**src/rtl/factorial_rr_scheduler.sv**
```systemverilog
// Round-robin scheduler sharing one iterative factorial engine (one multiply per clock) among NREQ requesters.
// Optional overflow detection is enabled by defining FACT_OVF_DETECT_EN; otherwise overflow is tied low.
module factorial_rr_scheduler #(
    parameter int NREQ = 4,
    parameter int NW   = 4,
    parameter int OW   = 32
) (
    input  logic               clk,
    input  logic               rst_n,
    input  logic [NREQ-1:0]    req,
    input  logic [NREQ*NW-1:0] num_flat,
    output logic [NREQ-1:0]    grant,
    output logic               busy,
    output logic [OW-1:0]      result,
    output logic [NREQ-1:0]    done,
    output logic               overflow
);

    localparam int PW = (NREQ > 1) ? $clog2(NREQ) : 1;

    typedef enum logic [1:0] {IDLE, MULT, DONE} state_t;

    state_t            state, state_d;
    logic [PW-1:0]     ptr, ptr_d;
    logic [PW-1:0]     owner, owner_d;
    logic [PW-1:0]     pick;
    logic              pick_vld;
    logic [NW-1:0]     n, n_d;
    logic [NW:0]       i, i_d;
    logic [OW-1:0]     acc, acc_d;
    logic [NREQ-1:0]   grant_d;
    logic [NREQ-1:0]   done_d;
    logic [OW-1:0]     result_d;
    logic              busy_d;

    // Low OW bits of the 2*OW-bit product; this is all the accumulator keeps.
    function automatic logic [OW-1:0] mul_lo(input logic [OW-1:0] a, input logic [NW:0] b);
        return OW'({{OW{1'b0}}, a} * {{(2*OW-NW-1){1'b0}}, b});
    endfunction

`ifdef FACT_OVF_DETECT_EN
    logic ovf_flag, ovf_flag_d;
    logic overflow_d;

    function automatic logic mul_hi_nz(input logic [OW-1:0] a, input logic [NW:0] b);
        logic [2*OW-1:0] full;
        full = {{OW{1'b0}}, a} * {{(2*OW-NW-1){1'b0}}, b};
        return |full[2*OW-1:OW];
    endfunction
`else
    assign overflow = 1'b0;
`endif

    // First pending requester at or above the pointer, wrapping; lowest offset wins.
    always_comb begin
        pick     = '0;
        pick_vld = 1'b0;
        for (int j = NREQ - 1; j >= 0; j--) begin
            if (req[(int'(ptr) + j) % NREQ]) begin
                pick     = PW'((int'(ptr) + j) % NREQ);
                pick_vld = 1'b1;
            end
        end
    end

    always_ff @(posedge clk or negedge rst_n) begin
        if (!rst_n) begin
            state <= IDLE;
        end else begin
            state <= state_d;
        end
    end

    always_comb begin
        state_d = state;
        case (state)
            IDLE:    if (pick_vld) state_d = MULT;
            MULT:    if (i >= {1'b0, n}) state_d = DONE;
            DONE:    state_d = IDLE;
            default: state_d = IDLE;
        endcase
    end

    always_comb begin
        ptr_d    = ptr;
        owner_d  = owner;
        n_d      = n;
        i_d      = i;
        acc_d    = acc;
        grant_d  = grant;
        done_d   = '0;
        result_d = result;
`ifdef FACT_OVF_DETECT_EN
        ovf_flag_d = ovf_flag;
        overflow_d = overflow;
`endif
        case (state)
            IDLE: begin
                if (pick_vld) begin
                    grant_d = NREQ'(1) << pick;
                    owner_d = pick;
                    n_d     = num_flat[int'(pick)*NW +: NW];
                    acc_d   = OW'(1);
                    i_d     = (NW+1)'(1);
`ifdef FACT_OVF_DETECT_EN
                    ovf_flag_d = 1'b0;
`endif
                end
            end
            MULT: begin
                acc_d = mul_lo(acc, i);
                i_d   = i + 1'b1;
`ifdef FACT_OVF_DETECT_EN
                if (mul_hi_nz(acc, i)) ovf_flag_d = 1'b1;
`endif
            end
            DONE: begin
                result_d = acc;
                done_d   = grant;
                grant_d  = '0;
                ptr_d    = (owner == PW'(NREQ - 1)) ? '0 : owner + 1'b1;
`ifdef FACT_OVF_DETECT_EN
                overflow_d = ovf_flag;
`endif
            end
            default: ;
        endcase
        busy_d = (state_d != IDLE);
    end

    always_ff @(posedge clk or negedge rst_n) begin
        if (!rst_n) begin
            ptr    <= '0;
            owner  <= '0;
            n      <= '0;
            i      <= '0;
            acc    <= '0;
            grant  <= '0;
            done   <= '0;
            result <= '0;
            busy   <= 1'b0;
        end else begin
            ptr    <= ptr_d;
            owner  <= owner_d;
            n      <= n_d;
            i      <= i_d;
            acc    <= acc_d;
            grant  <= grant_d;
            done   <= done_d;
            result <= result_d;
            busy   <= busy_d;
        end
    end

`ifdef FACT_OVF_DETECT_EN
    always_ff @(posedge clk or negedge rst_n) begin
        if (!rst_n) begin
            ovf_flag <= 1'b0;
            overflow <= 1'b0;
        end else begin
            ovf_flag <= ovf_flag_d;
            overflow <= overflow_d;
        end
    end
`endif

endmodule

```
**config.mk**
```make
export PLATFORM = sky130hd
export DESIGN_NAME = factorial_rr_scheduler
export DESIGN_NICKNAME = d
export VERILOG_FILES = /design/src/rtl/factorial_rr_scheduler.sv
export SDC_FILE = /design/constraint.sdc
export NUM_CORES = 1
export LEC_CHECK = 0
export CORE_MARGIN = 2
export CORE_UTILIZATION = 60
export DETAILED_ROUTE_END_ITERATION = 16
export PLACE_DENSITY = 0.82
export SLEW_MARGIN = 20
export SYNTH_ARGS = -nofsm -noshare
export SYNTH_HDL_FRONTEND = slang
export SYNTH_SLANG_ARGS = --single-unit
```
**constraint.sdc**
```tcl
create_clock -name clk -period 5.8 [get_ports clk]
set_clock_uncertainty 0.05 [all_clocks]
set_input_delay 0.87 -clock clk [delete_from_list [all_inputs] [get_ports clk]]
set_output_delay 0.87 -clock clk [all_outputs]
set_load 0.02 [all_outputs]
```
* After elaboration in Yosys (flattened, before gate mapping)
Index checks and enable logic that the tools add are counted.
Word-level totals: flip-flop bits (word level) 88, input bits 22, output and inout bits 42, logic and storage cells 70
Cells by class: add/sub/neg operators 5, multipliers 1, $lt $le $gt $ge 5, equal/unequal tests 4, shift-type cells 2, multiplexer cells 30, bitwise operators 3, reductions and logical operators 10
Operators with widths (number):
- $pmux W32 S2 | 1
- $mul A32 B5 Y32 | 1
- $mux W32 | 1
- $shiftx A16 B5 Y4 | 1
- $mux W2 | 7
- $lt A3 B4 Y1 const B | 3
- $mux W1 | 11
- $pmux W5 S2 | 1
- $bmux W1 S2 | 4
- $mux W4 | 2
- $pmux W4 S2 | 1
- $reduce_and A2 Y1 | 3
- $reduce_bool A2 Y1 | 3
- $reduce_or A2 Y1 | 3
- $add A5 B1 Y5 const B | 1
- $ge A5 B4 Y1 | 1
- $mux W5 | 1
- $add A2 B1 Y2 const B | 2
- $add A2 B2 Y2 const B | 2
- $eq A2 B2 Y1 const B | 2
- $pmux W2 S2 | 1
- $shl A1 B2 Y4 const A | 1
- $and A1 B1 Y1 const A | 3
- $lt A2 B3 Y1 const B | 1
- other kinds (3) | 3

* Longest topological paths before layout
Gate-level depths: netlist (run 1).
depth in word-level cells 13, mapped depth 17, mapped depth without buffers 15

* Worst setup path after synthesis (run 1)
OpenSTA, ideal clock, no wires.
kind register to register, start register i[4], end register acc[29], library setup time 0.126 ns, data arrival time 4.234 ns, data required time 5.624 ns, slack 1.390 ns, stages on the path, launching flop included 17, path buffers 2, cell sequence dfrtp_1 > clkbuf_1 > clkbuf_1 > and2_1 > fa_1 > fa_1 > inv_1 > fa_1 > inv_1 > ha_1 > o21ai_0 > a21oi_1 > a31oi_2 > o41ai_4 > a21o_2 > a21o_1 > a221o_1
On the way: cells in the longest elaborated chain, start to end 2
RTL lines:
- start, declared | line 29 | logic [NW:0] i, i_d;
- start signal, assigned | line 146 | i <= i_d;
- $mul A32 B5 Y32 | line 38 | return OW'({{OW{1'b0}}, a} * {{(2*OW-NW-1){1'b0}}, b});
- $pmux W32 S2 | line 97 | case (state)
- end signal, assigned | line 137 | acc <= '0;
- end signal, assigned | line 147 | acc <= acc_d;
- end, declared | line 30 | logic [OW-1:0] acc, acc_d;
Every way passes these cells. A chain may end at the register's enable or synchronous reset.

* Final worst setup path (run 1)
start register i[4], end register acc[27]
The elaborated chain is that of the path after synthesis.

==> impl_metrics.ini, run 1 <==
[critical_path]
startpoint = i[4]$_DFFE_PN0P_
reg2regPathDepth = 14
crit_type = flop to flop
end_kind = flop
critical_path_required_ns = 6.00
timing.reg2reg.setup_slack_ns = 0.79
cp-start-kind = flop
arrival_ns = 5.21
worstReg2RegStart = i[4]$_DFFE_PN0P_
r2r_end = acc[27]$_DFFE_PN0P_
endpoint = acc[27]$_DFFE_PN0P_
cp_max_fo = 31

[synth]
syn_inst = 876
syn-cell-area_um2 = 8190
ys.flop_type = dfrtp_1
synth_warnings = 0
synthTopCellsByArea = dfrtp_1 27%, fa_1 20%, and2_1 8.4%, ha_1 6.1%, inv_1 5.9%
async_flop_share = 1.00
yosys_register_bits = 88
yosysSeqAreaShare = 0.269
yosys.area.top_type = dfrtp_1
syn_nets = 1021
synth_cell_type_count = 66
synth_most_common_cell = inv_1
yosysTopAreaCellShare = 0.269
synth_edf_count = 0
avgSynthCellArea_um2 = 9.35
ys_top_cells_by_count = 129 x inv_1, 110 x and2_1, 99 x nand2_1

[place]
dp_hpwl_um = 13000
gp_congestion = 0.898
placed_cell_area_um2 = 8910
dpl_worst_slack_ns = 0.814
dpl.cell_count = 1086
port-buffer-count = 62

[timing]
rsz0062_at_grt = false
finalCriticalPeriod_ns = 5.01
relSlewSlack = 0.318
setup_slack_ns = 0.786
slew_violations = 0
setup_viol = 0
fmax_mhz = 199
hold_viol_final = 0
worst_pin_slew_ns = 1.02
period_share = 0.865
setup_tns_ns = 0

[cts]
cts_buffers = 9
path_clk_slew_ns = 0.07
cts_hold_buf = 0
cts_root_buf = clkbuf_16
htree_levels = 3
clock_path_buffers = 2
post_cts_buffers = 0
cts_tree = yes
cts_resized = 0
clock-sinks = 88
clk_latency_ns = 0.36

[global_route]
grt_pass1_wl_um = 31500
antenna_found_initial = 0
overflow = 0
grtUsageTotal = 0.271
grt_pass1_vias = 6712
grt_max_degree = 46

[status]
status = finished clean

[cells_and_area]
fin_nets = 1066
area_growth_pct = 12.6
final_cells = 1102
fill_cells = 1016
drive_gt1_frac = 0.0853
n_antenna_cell = 0
final_cell_area_um2 = 9230
final_util = 0.694

[floorplanning]
die_w_um = 121
fp.dieArea_um2 = 14600
core-area_um2 = 13300
initial_core_util = 0.616
rows = 42
die_h_um = 121
num_io_pins = 64

[route]
routed_wl_um = 17900
drt_iter0_drc = 417
antenna_left = 0
wl_per_cell_um = 16.3
drc = 0
vias = 6283
drt_first_pass_iters = 5
via_per_inst = 5.70

[hold_path]
hold_path.class = flop to flop
hold_path_startpoint = n[2]$_DFFE_PN0P_
hold_depth = 2

[power_and_ir_drop]
leakagePower_nw = 4.61
powerDensity_nw_per_um2 = 349
irDropWorstVdd_v = 0.000232

[run]
max-cap-violations = 0
worst max-delay path: stages, from the launching register on:
cell and delay, ns:
dfrtp_1 1.02, and2_1 0.27, fa_1 0.42, fa_1 0.54, inv_1 0.06, fa_1 0.54, inv_1 0.04, ha_1 0.34
a21oi_1 0.33, o221ai_1 0.19, a31oi_2 0.24, o41ai_4 0.15, a21oi_2 0.25, o21ai_0 0.14, a221o_1 0.31
metal layers:
metal	wire [µm]	GRT usage	vias to the layer above
met5	0	0	-
met1	7790	0.360	3137
met3	846	0.0540	28
li1	-	-	2931
met2	9060	0.456	187
met4	231	0.0698	0
kinds of logic (layout without fill, tap and decap cells):
logic type	count (synthesis)	in the layout	synth area share
buffers and inverters	165	215	0.0817
muxes	43	43	0.0582
xor gates and xnor gates	22	22	0.0235
AOI/OAI and AO/OA	159	159	0.133
other	1	1	0.000458
DFF	88	88	0.269
adders and majority gates	123	123	0.264
and+or+nand+nor	275	275	0.171
sequential cells by signal, indices dropped and copies added, names as in the netlist:
register and cells:
done 4, i 5, acc 32, state 2
busy 1, ptr 2, result 32, owner 2
n 4, grant 4
layout make-up:
cell class	instances	area (µm²)	area share
multi-input combinational	623	5330	0.578
tap	176	220	0.0239
clock buffer	9	225	0.0244
timing repair buffer	70	678	0.0735
sequential	88	2200	0.239
clock inverter	7	87.6	0.00949
inverter	129	484	0.0525
through the flow:
step                      total power [mW]  hold WS, ns
after floorplan                       2.06        0.400
after global placement                2.53        0.414
after detailed placement              2.59        0.429
after CTS                             3.23        0.446
after global routing                  3.46        0.466
final                                 3.22        0.440
cell usage in the layout (no fill, tap or decap), drive strengths merged, types with 4 or more instances in the layout:
cell	instances
a211oi	9
a221o	5
nor2	34
fa	83
dfrtp	88
nand2	99
mux2i	6
a32o	4
clkbuf	9
o21ai	53
o21a	7
o31ai	5
and2	110
buf	9
a22o	4
clkdlybuf4s50	61
mux2	37
ha	40
xnor2	12
a31oi	4
xor2	10
nand4	4
a21o	16
inv	133
nand2b	6
a21oi	26
nand3	8
worst min-delay path by stage:
| stage | slack (ns) | endpoint |
|---|---|---|
| after CTS | 0.45 | n[2]$_DFFE_PN0P_ |
| after global routing | 0.47 | n[2]$_DFFE_PN0P_ |
| after detailed placement | 0.43 | n[2]$_DFFE_PN0P_ |
| after floorplan | 0.40 | n[2]$_DFFE_PN0P_ |
| after global placement | 0.41 | n[3]$_DFFE_PN0P_ |
| final | 0.44 | n[2]$_DFFE_PN0P_ |
power breakdown:
part / switching (mW) / leakage (nW) / internal, mW
sequential: 0.256 / 1.18 / 0.819
combinational: 0.857 / 3.28 / 0.658
clock: 0.287 / 0.154 / 0.345
total: 1.40 / 4.61 / 1.82
(Power assumes the default switching activity.)
==> run 2, diff against run 1 <==
CORE_UTILIZATION = 30   (was 60)
CTS_BUF_LIST = sky130_fd_sc_hd__clkbuf_16   (was unset)
PLACE_DENSITY = unset   (was 0.82)
==> run 2 against run 1 <==
Net effect: flip-flop and latch count did not move; total power down 0.41%; critical path type unchanged; largest cell class unchanged; worst hold slack worse by 0.0017 ns.
==> impl_metrics.ini, run 2 (synthesis results as in run 1) <==
[status]
status = finished clean

[floorplanning]
initial_core_util = 0.305
die_w_um = 169
num_io_pins = 64
fp.dieArea_um2 = 28700
core-area_um2 = 26900
die_h_um = 169
rows = 60

[global_route]
grtUsageTotal = 0.143
overflow = 0
grt_pass1_vias = 6342
antenna_found_initial = 0
grt_pass1_wl_um = 32900
grt_max_degree = 48

[place]
placed_cell_area_um2 = 9120
gp_congestion = 0.869
dpl.cell_count = 1252
dp_hpwl_um = 14200
port-buffer-count = 62

[timing]
relSlewSlack = 0.313
finalCriticalPeriod_ns = 5.03
slew_violations = 0
rsz0062_at_grt = false
hold_viol_final = 0
setup_tns_ns = 0
setup_viol = 0
period_share = 0.866
fmax_mhz = 199
worst_pin_slew_ns = 1.03

[route]
routed_wl_um = 19000
drc = 0
wl_per_cell_um = 15.0
via_per_inst = 4.77
antenna_left = 0
vias = 6046
drt_first_pass_iters = 4
drt_iter0_drc = 353

[power_and_ir_drop]
powerDensity_nw_per_um2 = 340
leakagePower_nw = 4.60
irDropWorstVdd_v = 0.000200

[critical_path]
cp_max_fo = 31
cp-start-kind = flop
timing.reg2reg.setup_slack_ns = 0.77
crit_type = flop to flop
arrival_ns = 5.22
critical_path_required_ns = 5.99
end_kind = flop
startpoint = i[4]$_DFFE_PN0P_
worstReg2RegStart = i[4]$_DFFE_PN0P_

[cells_and_area]
fill_cells = 2746
area_growth_pct = 15.1
multi_input_area_um2 = 5330
regArea_um2 = 2200
fin_nets = 1067
reg.largest.list = acc (32), result (32), i (5)
drive_gt1_frac = 0.0852
final_util = 0.351
final_common_cell = inv_1
layout_common_cells = 129 x inv_1, 110 x and2_1, 99 x nand2_1
final_cell_area_um2 = 9430
n_antenna_cell = 0
final_cells = 1268

[cts]
cts_tree = yes
cts_resized = 0
htree_levels = 3
cts_root_buf = clkbuf_16
clock-sinks = 88
clk_latency_ns = 0.36
path_clk_slew_ns = 0.08
cts_hold_buf = 0
cts_buffers = 9
post_cts_buffers = 0
clock_path_buffers = 2

[run]
max-cap-violations = 0

[hold_path]
hold_path_startpoint = n[3]$_DFFE_PN0P_
hold_path.class = flop to flop
-- run 2: cell types whose count changed in the layout (fill, tap and decap cells not counted) --
cell       before  now
clkinv_4        2    0
clkinv_8        0    2
buf_4           9   10
bufinv_16       1    0
inv_6           2    3
nand2b_1        4    5
nand2b_4        1    0
-- run 2: critical path, stage by stage, from the launching register on --
cell	delay (ns)
dfrtp_1	1.03
and2_1	0.27
fa_1	0.42
fa_1	0.54
inv_1	0.05
fa_1	0.54
inv_1	0.06
ha_1	0.37
a211oi_1	0.25
o21ai_0	0.19
a31oi_2	0.27
o41ai_4	0.15
a21o_2	0.25
a21o_1	0.16
a221o_1	0.29
-- run 2: routing by layer --
layer,wire [µm],global-route usage
met3,652,0.0219
met4,244,0.0357
met1,9000,0.194
met2,9110,0.238
met5,0,0
-- run 2: area by class of cell --
type	instances	area share
Inverter	129	0.0513
Timing Repair Buffer	71	0.0727
Tap cell	341	0.0452
Clock inverter	7	0.00862
Sequential cell	88	0.234
Multi-Input combinational cell	623	0.565
Clock buffer	9	0.0239
-- run 2: worst paths after layout --
check,end,cells after the start
max,acc[29]$_DFFE_PN0P_,14
min,n[3]$_DFFE_PN0P_,2
max reg2reg,acc[29]$_DFFE_PN0P_,14
min reg2reg,n[3]$_DFFE_PN0P_,2
max in group asynchronous,acc[8]$_DFFE_PN0P_,2
min in group asynchronous,result[10]$_DFFE_PN0P_,1
-- run 2: metrics by stage --
stage               hold WS [ns]  total power [mW]  worst slack (ns)
floorplan                  0.400              2.06              1.39
global placement           0.414              2.60             0.903
detailed placement         0.425              2.63             0.824
CTS                        0.445              3.26             0.791
global route               0.473              3.48             0.464
finish                     0.439              3.21             0.775
-- run 2: report_power, final --
part / switching (mW) / internal, mW / total (mW)
sequential: 0.256 / 0.819 / 1.07
clock: 0.314 / 0.310 / 0.624
combinational: 0.857 / 0.654 / 1.51
total: 1.43 / 1.78 / 3.21
